`config.mk`:
```
export PLATFORM = sky130hd
export DESIGN_NAME = branch_resolver_flat
export DESIGN_NICKNAME = d
export VERILOG_FILES = /design/src/rtl/branch_resolver_pkg.sv /design/src/rtl/branch_resolver_if.sv /design/src/rtl/branch_resolver_bht.sv /design/src/rtl/branch_resolver.sv /design/src/flat_wrapper.sv
export SDC_FILE = /design/constraint.sdc
export NUM_CORES = 1
export LEC_CHECK = 0
export BUFFER_PORTS_ARGS = -buffer_cell sky130_fd_sc_hd__buf_2
export CAP_MARGIN = 15
export CELL_PAD_IN_SITES_DETAIL_PLACEMENT = 1
export CELL_PAD_IN_SITES_GLOBAL_PLACEMENT = 1
export CORE_ASPECT_RATIO = 1.5
export CORE_MARGIN = 2
export CORE_UTILIZATION = 30
export CTS_BUF_LIST = sky130_fd_sc_hd__clkbuf_4
export CTS_CLUSTER_DIAMETER = 80
export DETAILED_ROUTE_END_ITERATION = 8
export PLACE_DENSITY = 0.64
export SYNTH_ARGS = -nofsm -noshare
export SYNTH_HDL_FRONTEND = slang
export SYNTH_SLANG_ARGS = --single-unit
```
`constraint.sdc`:
```
create_clock -name cpu_clk -period 6.8 [get_ports cpu_clk]
set_clock_uncertainty 0.2 [all_clocks]
set_input_delay 1.36 -clock cpu_clk [delete_from_list [all_inputs] [get_ports cpu_clk]]
set_output_delay 1.36 -clock cpu_clk [all_outputs]
set_load 0.02 [all_outputs]
```
`src/rtl/branch_resolver_pkg.sv`:
```
// Shared types and constants for the EX-stage branch resolver and its BHT.
package branch_resolver_pkg;

  // Control-flow type carried down the pipe with each instruction
  typedef enum logic [1:0] {
    BR_NONE = 2'b00,
    BR_B    = 2'b01,
    BR_JAL  = 2'b10,
    BR_JALR = 2'b11
  } br_type_e;

  typedef logic [1:0] bht_cnt_t;

  // Weakly not-taken: agrees with the static not-taken policy for B-type
  localparam bht_cnt_t BHT_INIT = 2'b01;

  // Two-bit saturating counter step
  function automatic bht_cnt_t bht_sat_update(input bht_cnt_t cnt, input logic taken);
    bht_cnt_t nxt;
    nxt = cnt;
    if (taken) begin
      if (cnt != 2'b11) nxt = cnt + 2'd1;
    end else begin
      if (cnt != 2'b00) nxt = cnt - 2'd1;
    end
    return nxt;
  endfunction

endpackage

```
`src/rtl/branch_resolver_if.sv`:
```
// Pipeline-facing bundle of the branch resolver: IF/ID lookup, EX resolve,
// redirect and statistics. The pipeline side is master, the resolver is slave.
interface branch_resolver_if #(
  parameter int unsigned XLEN  = 32,
  parameter int unsigned CNT_W = 32
);

  logic [XLEN-1:0]  lookup_pc;
  logic             lookup_taken;

  logic             ex_valid;
  logic             ex_stall;
  logic [1:0]       ex_br_type;
  logic [XLEN-1:0]  ex_pc;
  logic             ex_pred_taken;
  logic [XLEN-1:0]  ex_pred_target;
  logic             ex_act_taken;
  logic [XLEN-1:0]  ex_act_target;

  logic             redirect_valid;
  logic [XLEN-1:0]  redirect_pc;

  logic [CNT_W-1:0] branch_cnt;
  logic [CNT_W-1:0] mispred_cnt;

  modport master (
    output lookup_pc,
    input  lookup_taken,
    output ex_valid, ex_stall, ex_br_type, ex_pc,
    output ex_pred_taken, ex_pred_target, ex_act_taken, ex_act_target,
    input  redirect_valid, redirect_pc,
    input  branch_cnt, mispred_cnt
  );

  modport slave (
    input  lookup_pc,
    output lookup_taken,
    input  ex_valid, ex_stall, ex_br_type, ex_pc,
    input  ex_pred_taken, ex_pred_target, ex_act_taken, ex_act_target,
    output redirect_valid, redirect_pc,
    output branch_cnt, mispred_cnt
  );

endinterface

```
`src/rtl/branch_resolver_bht.sv`:
```
// Branch history table: 2-bit saturating counters, one combinational read
// port returning the prediction bit and one clocked saturating-update port.
module bht_table
  import branch_resolver_pkg::*;
#(
  parameter int unsigned IDX_W = 6
) (
  input  logic             clk,
  input  logic             rst,
  input  logic [IDX_W-1:0] rd_idx,
  output logic             rd_taken,
  input  logic             wr_en,
  input  logic [IDX_W-1:0] wr_idx,
  input  logic             wr_taken
);

  localparam int unsigned DEPTH = 2 ** IDX_W;

  bht_cnt_t bht_q [DEPTH];
  bht_cnt_t bht_d [DEPTH];

  // Next table contents: only the trained entry moves
  always_comb begin
    bht_d = bht_q;
    if (wr_en) begin
      bht_d[wr_idx] = bht_sat_update(bht_q[wr_idx], wr_taken);
    end
  end

  // Counter array; asynchronous reset to weakly not-taken
  always_ff @(posedge clk or posedge rst) begin
    if (rst) begin
      bht_q <= '{default: BHT_INIT};
    end else begin
      bht_q <= bht_d;
    end
  end

  // Read sees registered state only, so a same-cycle update is not bypassed
  assign rd_taken = bht_q[rd_idx][1];

endmodule

```
`src/rtl/branch_resolver.sv`:
```
// EX-stage branch resolver: compares the carried prediction with the actual
// outcome, drives a zero-latency redirect, trains the BHT on B-type resolves
// and keeps resolve/mispredict statistics.
module branch_resolver
  import branch_resolver_pkg::*;
#(
  parameter int unsigned XLEN      = 32,
  parameter int unsigned BHT_IDX_W = 6,
  parameter int unsigned CNT_W     = 32
) (
  input  logic            cpu_clk,
  input  logic            cpu_rst,
  branch_resolver_if.slave br
);

  br_type_e             ex_type;
  logic                 res;
  logic                 act_t;
  logic                 mis;
  logic                 train;
  logic [XLEN-1:0]      seq_pc;
  logic [BHT_IDX_W-1:0] lookup_idx;
  logic [BHT_IDX_W-1:0] ex_idx;
  logic                 unused_lookup_bits;

  logic [CNT_W-1:0]     branch_cnt_q;
  logic [CNT_W-1:0]     branch_cnt_d;
  logic [CNT_W-1:0]     mispred_cnt_q;
  logic [CNT_W-1:0]     mispred_cnt_d;

  assign ex_type    = br_type_e'(br.ex_br_type);
  assign lookup_idx = br.lookup_pc[BHT_IDX_W+1:2];
  assign ex_idx     = br.ex_pc[BHT_IDX_W+1:2];

  // PC bits outside the index field do not take part in the lookup
  assign unused_lookup_bits = ^{br.lookup_pc[XLEN-1:BHT_IDX_W+2], br.lookup_pc[1:0]};

  // Resolve qualification, actual outcome and mispredict detection
  always_comb begin
    res    = br.ex_valid & ~br.ex_stall & (ex_type != BR_NONE);
    act_t  = (ex_type == BR_B) ? br.ex_act_taken : 1'b1;
    mis    = res & ((br.ex_pred_taken != act_t) |
                    (act_t & br.ex_pred_taken & (br.ex_pred_target != br.ex_act_target)));
    train  = res & (ex_type == BR_B);
    seq_pc = br.ex_pc + XLEN'(4);
  end

  // Redirect to the pipeline; forced quiet while reset is asserted
  always_comb begin
    br.redirect_valid = 1'b0;
    br.redirect_pc    = '0;
    if (!cpu_rst) begin
      br.redirect_valid = mis;
      br.redirect_pc    = (mis & act_t) ? br.ex_act_target : seq_pc;
    end
  end

  // Statistics next-state: wrap naturally at 2**CNT_W
  always_comb begin
    branch_cnt_d  = branch_cnt_q;
    mispred_cnt_d = mispred_cnt_q;
    if (res) branch_cnt_d  = branch_cnt_q + CNT_W'(1);
    if (mis) mispred_cnt_d = mispred_cnt_q + CNT_W'(1);
  end

  // Statistics registers
  always_ff @(posedge cpu_clk or posedge cpu_rst) begin
    if (cpu_rst) begin
      branch_cnt_q  <= '0;
      mispred_cnt_q <= '0;
    end else begin
      branch_cnt_q  <= branch_cnt_d;
      mispred_cnt_q <= mispred_cnt_d;
    end
  end

  assign br.branch_cnt  = branch_cnt_q;
  assign br.mispred_cnt = mispred_cnt_q;

  bht_table #(
    .IDX_W (BHT_IDX_W)
  ) u_bht (
    .clk      (cpu_clk),
    .rst      (cpu_rst),
    .rd_idx   (lookup_idx),
    .rd_taken (br.lookup_taken),
    .wr_en    (train),
    .wr_idx   (ex_idx),
    .wr_taken (br.ex_act_taken)
  );

endmodule

```
`src/flat_wrapper.sv`:
```
// flat-port wrapper written by rule: the top's interface ports become plain ports
module branch_resolver_flat import branch_resolver_pkg::*;
#(
  parameter int unsigned XLEN      = 32,
  parameter int unsigned BHT_IDX_W = 6,
  parameter int unsigned CNT_W     = 32
)
  (cpu_clk, cpu_rst, br_lookup_pc, br_lookup_taken, br_ex_valid, br_ex_stall, br_ex_br_type, br_ex_pc, br_ex_pred_taken, br_ex_pred_target, br_ex_act_taken, br_ex_act_target, br_redirect_valid, br_redirect_pc, br_branch_cnt, br_mispred_cnt);
  branch_resolver_if #(.XLEN(XLEN), .CNT_W(CNT_W)) br_i ();
  input  logic cpu_clk;
  input  logic cpu_rst;
  input wire logic [$bits(br_i.lookup_pc)-1:0] br_lookup_pc;
  output wire logic [$bits(br_i.lookup_taken)-1:0] br_lookup_taken;
  input wire logic [$bits(br_i.ex_valid)-1:0] br_ex_valid;
  input wire logic [$bits(br_i.ex_stall)-1:0] br_ex_stall;
  input wire logic [$bits(br_i.ex_br_type)-1:0] br_ex_br_type;
  input wire logic [$bits(br_i.ex_pc)-1:0] br_ex_pc;
  input wire logic [$bits(br_i.ex_pred_taken)-1:0] br_ex_pred_taken;
  input wire logic [$bits(br_i.ex_pred_target)-1:0] br_ex_pred_target;
  input wire logic [$bits(br_i.ex_act_taken)-1:0] br_ex_act_taken;
  input wire logic [$bits(br_i.ex_act_target)-1:0] br_ex_act_target;
  output wire logic [$bits(br_i.redirect_valid)-1:0] br_redirect_valid;
  output wire logic [$bits(br_i.redirect_pc)-1:0] br_redirect_pc;
  output wire logic [$bits(br_i.branch_cnt)-1:0] br_branch_cnt;
  output wire logic [$bits(br_i.mispred_cnt)-1:0] br_mispred_cnt;
  assign br_i.lookup_pc = br_lookup_pc;
  assign br_lookup_taken = br_i.lookup_taken;
  assign br_i.ex_valid = br_ex_valid;
  assign br_i.ex_stall = br_ex_stall;
  assign br_i.ex_br_type = br_ex_br_type;
  assign br_i.ex_pc = br_ex_pc;
  assign br_i.ex_pred_taken = br_ex_pred_taken;
  assign br_i.ex_pred_target = br_ex_pred_target;
  assign br_i.ex_act_taken = br_ex_act_taken;
  assign br_i.ex_act_target = br_ex_act_target;
  assign br_redirect_valid = br_i.redirect_valid;
  assign br_redirect_pc = br_i.redirect_pc;
  assign br_branch_cnt = br_i.branch_cnt;
  assign br_mispred_cnt = br_i.mispred_cnt;
  branch_resolver #(.XLEN(XLEN), .BHT_IDX_W(BHT_IDX_W), .CNT_W(CNT_W)) u_core (.cpu_clk(cpu_clk), .cpu_rst(cpu_rst), .br(br_i));
endmodule
```
==> tab_implementation.tex <==
\begin{tabular}{lr}
\hline
Metric & Value \\
\hline
\multicolumn{2}{l}{\textbf{Status}} \\
\quad Status & finished clean \\
\multicolumn{2}{l}{\textbf{Power and ir drop}} \\
\quad Power density over the cells & 187 nW/µm² \\
\quad Maximum ir drop on the vdd rail & 0.000100 V \\
\quad Leakage power summed over all cells & 5.60 nW \\
\multicolumn{2}{l}{\textbf{STA}} \\
\quad Minimum clock period after layout & 5.88 ns \\
\quad Total count of hold-check failures in the final report & 0 \\
\quad Worst slew margin relative to its limit & 0.257 \\
\quad Highest Clock Rate & 170 MHz \\
\quad Final max-slew violation count & 0 \\
\quad RSZ-0062 raised after global routing & false \\
\quad Number of endpoints failing setup at the final stage & 0 \\
\quad Period utilization & 0.865 \\
\quad Tightest Pin Transition & 1.11 ns \\
\quad Summed negative setup slack over all endpoints & 0 ns \\
\quad Final hold slack & 0.272 ns \\
\multicolumn{2}{l}{\textbf{Worst setup path}} \\
\quad Max stage delay on crit path & 0.61 ns \\
\quad Critical Path, Cell by Cell & buf\_2 -> xnor2\_1 -> nand4\_1 -> nor4\_1 -> a21boi\_0 -> o211a\_2 -> buf\_4 -> mux2i\_1 -> nor2\_1 -> buf\_2 \\
\quad Critical path class & in2out \\
\quad Most frequent cell on the critical path & buf\_2 \\
\quad Setup crit end kind & primary output \\
\quad Endpoint arrival time on the critical path & 4.32 ns \\
\quad Setup slack of the most critical reg-to-reg path & 3.53 ns \\
\quad CP startpoint kind & primary input \\
\quad Required arrival time at the worst endpoint & 5.24 ns \\
\quad Startpoint of the worst register-to-register path & u\_core.u\_bht.bht\_q[24] \\
\quad Length in cells of the worst reg-to-reg path & 8 \\
\quad Maximum net fanout on the critical path & 21 \\
\quad CP max stage cell & nor4\_1 \\
\quad Terminus of the critical flop-to-flop path & u\_core.u\_bht.bht\_q[23] \\
\multicolumn{2}{l}{\textbf{Clock tree}} \\
\quad CTS tree & yes \\
\quad Clock edge transition at the registers on the reported setup and hold paths & 0.16 ns \\
\quad Bufs on Longest Clock Path & 2 \\
\quad Setup Fix Bufs, Post-CTS & 0 \\
\quad Sinks on Clock Net & 192 \\
\quad Clock insertion delay at the later pin of the skew report & 0.66 ns \\
\quad Number of buffers added to fix hold violations after cts & 0 \\
\quad Deepest level of the CTS H-tree & 4 \\
\quad Cts repair resizes & 0 \\
\quad Number of buffers created by CTS & 17 \\
\quad Clk Tree Root Cell & clkbuf\_4 \\
\multicolumn{2}{l}{\textbf{Die}} \\
\quad Initial cell density of the core & 0.303 \\
\quad Number of core rows & 87 \\
\quad Overall die height & 242 µm \\
\quad Total die area & 39300 µm² \\
\quad Area of the core & 37300 µm² \\
\quad Width of the die & 162 µm \\
\quad I/O pin count & 234 \\
\multicolumn{2}{l}{\textbf{Synth}} \\
\quad Post-Synth Adder-Cell Area & 0.00631 \\
\quad Most frequently used flop master after synthesis & dfrtp\_1 \\
\quad Cell taking the most area after synthesis & dfrtp\_1 \\
\quad Synthesized-area fraction occupied by ao, oa, aoi and oai cells & 0.128 \\
\quad Simple logic cell fraction of the synthesized area & 0.175 \\
\quad Count of state elements after synthesis & 192 \\
\quad Post-synth net total & 1310 \\
\quad Sequential-to-total area share from yosys stat & 0.432 \\
\quad Portion of synthesized cell area occupied by the leading cell type & 0.283 \\
\quad Dominant combinational cell family by area after synthesis & simple AND/OR/NAND/NOR gates \\
\quad Post-synthesis share of cell area spent on xor and xnor gates & 0.0945 \\
\quad Multiplexer share of the synthesized area & 0.119 \\
\quad Area of the mapped netlist & 11300 µm² \\
\quad Number of distinct library cell variants in the gate-level netlist after synthesis & 65 \\
\quad Syn Area/Cell & 9.66 µm² \\
\quad Most frequent cell after synthesis & nand2\_1 \\
\quad Leading post-synthesis cells by cell area & dfrtp\_1 (28\%), dfstp\_2 (15\%), xnor2\_1 (6.4\%) \\
\quad Post-Syn Instances & 1170 \\
\quad Number of warnings reported in the yosys synthesis log & 0 \\
\quad Synth top cells by count & nand2\_1 (159), dfrtp\_1 (128), nor2\_1 (110) \\
\quad Share of async-settable or async-resettable flops after synthesis & 1.00 \\
\quad Number of enable-type register cells in the synthesized netlist & 0 \\
\multicolumn{2}{l}{\textbf{Run}} \\
\quad Max cap viols & 0 \\
\multicolumn{2}{l}{\textbf{Global routing}} \\
\quad Antenna violations before repair & 2 \\
\quad Maximum number of pins on one net before global-route repair & 112 \\
\quad Total track usage & 0.195 \\
\quad Remaining global-route overflow & 0 \\
\quad Wire length of the first global-routing pass & 59.4 mm \\
\quad Vias in the first global route & 10.3k \\
\multicolumn{2}{l}{\textbf{Finish}} \\
\quad Number of nets in the finished design & 1485 \\
\quad Synth-to-layout area growth & 15.4\% \\
\quad Post-Layout Cell Count & 1848 \\
\quad Post-Route Utilization & 0.349 \\
\quad Layout cells sized above 1 & 0.286 \\
\multicolumn{2}{l}{\textbf{Placed design}} \\
\quad Count of input and output buffers & 207 \\
\quad Half-perimeter wire length after placement & 27.1 mm \\
\quad Weighted congestion reported at the end of routability-driven placement & 0.841 \\
\quad Total instance count after detailed placement & 1814 \\
\multicolumn{2}{l}{\textbf{Hold path}} \\
\quad Hold Path Origin & u\_core.u\_bht.bht\_q[64] \\
\quad End point of the worst hold path & u\_core.u\_bht.bht\_q[64] \\
\quad Hold crit path type & reg2reg \\
\quad Hold Path Stages & 2 \\
\multicolumn{2}{l}{\textbf{Routing}} \\
\quad Count of vias placed by the detailed router & 9740 \\
\quad Routed len/inst & 20.5 µm \\
\quad Detail-routed via count per cell & 5.27 \\
\quad Number of remaining DRC errors & 0 \\
\quad Total detailed-routing wirelength & 37.8 mm \\
\quad Number of nets with antenna violations after detailed routing & 0 \\
\quad Drt first pass iters & 5 \\
\quad Starting DRT DRC Count & 570 \\
\hline
\end{tabular}
==> worst max path at each step <==
stage / start / slack (ns) / cells past startpoint / to
finish: br_ex_act_target[15] / 0.92 / 10 / br_redirect_pc[16]
detailed placement: br_ex_act_target[22] / 0.98 / 10 / br_redirect_pc[16]
floorplan: br_lookup_pc[2] / 1.59 / 5 / br_lookup_taken
global route: br_ex_br_type[1] / 0.76 / 10 / br_redirect_pc[16]
CTS: br_ex_act_target[22] / 0.96 / 10 / br_redirect_pc[16]
global placement: br_ex_act_target[22] / 1.01 / 10 / br_redirect_pc[16]
==> sequential cells by signal (all words and copies together), names as in the netlist <==
| name | count |
|---|---|
| u_core.br.branch_cnt | 32 |
| u_core.br.mispred_cnt | 32 |
| u_core.u_bht.bht_q | 128 |
==> placed cells by master (no fill, tap or decap), types with 4 or more instances in the layout <==
cell type / synthesis / layout
mux2_2: 10 / 10
mux2_1: 5 / 5
xnor2_1: 83 / 83
a221oi_1: 10 / 10
o21ai_1: 53 / 53
dfstp_2: 64 / 64
a31oi_1: 50 / 50
nand4_1: 26 / 26
o31ai_1: 4 / 4
or2_2: 4 / 4
nor2_1: 110 / 107
inv_1: 18 / 17
and2_1: 5 / 5
mux2i_1: 48 / 48
and4_1: 7 / 7
a221o_1: 6 / 6
inv_6: 0 / 5
ha_1: 4 / 4
nand3_1: 39 / 39
clkbuf_4: 0 / 17
dfrtp_1: 128 / 128
a21oi_1: 67 / 67
nor2b_1: 7 / 7
nor4_1: 6 / 6
o21ai_2: 5 / 5
o22ai_1: 4 / 4
and3_1: 18 / 18
xor2_1: 39 / 39
a22oi_1: 4 / 4
buf_12: 0 / 4
nor3_1: 18 / 16
buf_4: 7 / 19
mux4_2: 28 / 28
nand2_1: 159 / 159
o21ai_0: 10 / 10
nand2b_1: 14 / 14
buf_2: 14 / 207
==> per-layer routing <==
layer  part of all wire  track usage  vias to the layer above  wire length [µm]
met3              0.051       0.0341                       66              1940
met2               0.50        0.338                      281             19000
met4              0.042       0.0903                        2              1570
li1                   -            -                     4514                 -
met1               0.41        0.232                     4877             15300
met5            0.00034            0                        -                13
==> logic make-up (layout without fill, tap and decap cells) <==
kind of cell / after synthesis / count (layout)
DFF: 192 / 192
AOI/OAI and AO/OA: 235 / 235
muxes: 94 / 94
other: 0 / 1
buffers and inverters: 94 / 282
and+or+nand+nor: 427 / 427
adders and majority gates: 6 / 6
xor gates and xnor gates: 122 / 122
==> where the power goes <==
| group | switching (W) | internal, W | leakage [nW] |
|---|---|---|---|
| clock | 0.000434 | 0.000186 | 0.144 |
| sequential | 0.0000606 | 0.00122 | 2.40 |
| combinational | 0.000340 | 0.000195 | 3.06 |
==> through the flow <==
| step | setup slack (ns) | power, W | cell area (µm²) |
|---|---|---|---|
| 2_1_floorplan | 1.59 | 0.00163 | 11300 |
| 3_3_place_gp | 1.01 | 0.00183 | 12800 |
| 3_5_place_dp | 0.976 | 0.00184 | 12800 |
| 4_1_cts | 0.965 | 0.00247 | 13000 |
| 5_1_grt | 0.763 | 0.00256 | 13000 |
| 6_report | 0.919 | 0.00243 | 13000 |
==> worst max-delay path: cells and delay by family <==
family | cells | cell delay (ns)
AOI/OAI and AO/OA | 2 | 1.04
xor gates and xnor gates | 1 | 0.23
and+or+nand+nor | 3 | 0.81
muxes | 1 | 0.23
buffers and inverters | 3 | 0.62
==> layout make-up <==
type	instances	area (µm²)
Sequential cell	192	4880
Fill cell	4417	24300
Clock buffer	17	128
Clock inverter	15	133
Tap cell	489	612
Inverter	19	75.1
Antenna cell	1	2.50
Timing Repair Buffer	231	1270
Multi-Input combinational cell	884	5930
Note: power is estimated with default switching activity, not from simulation.
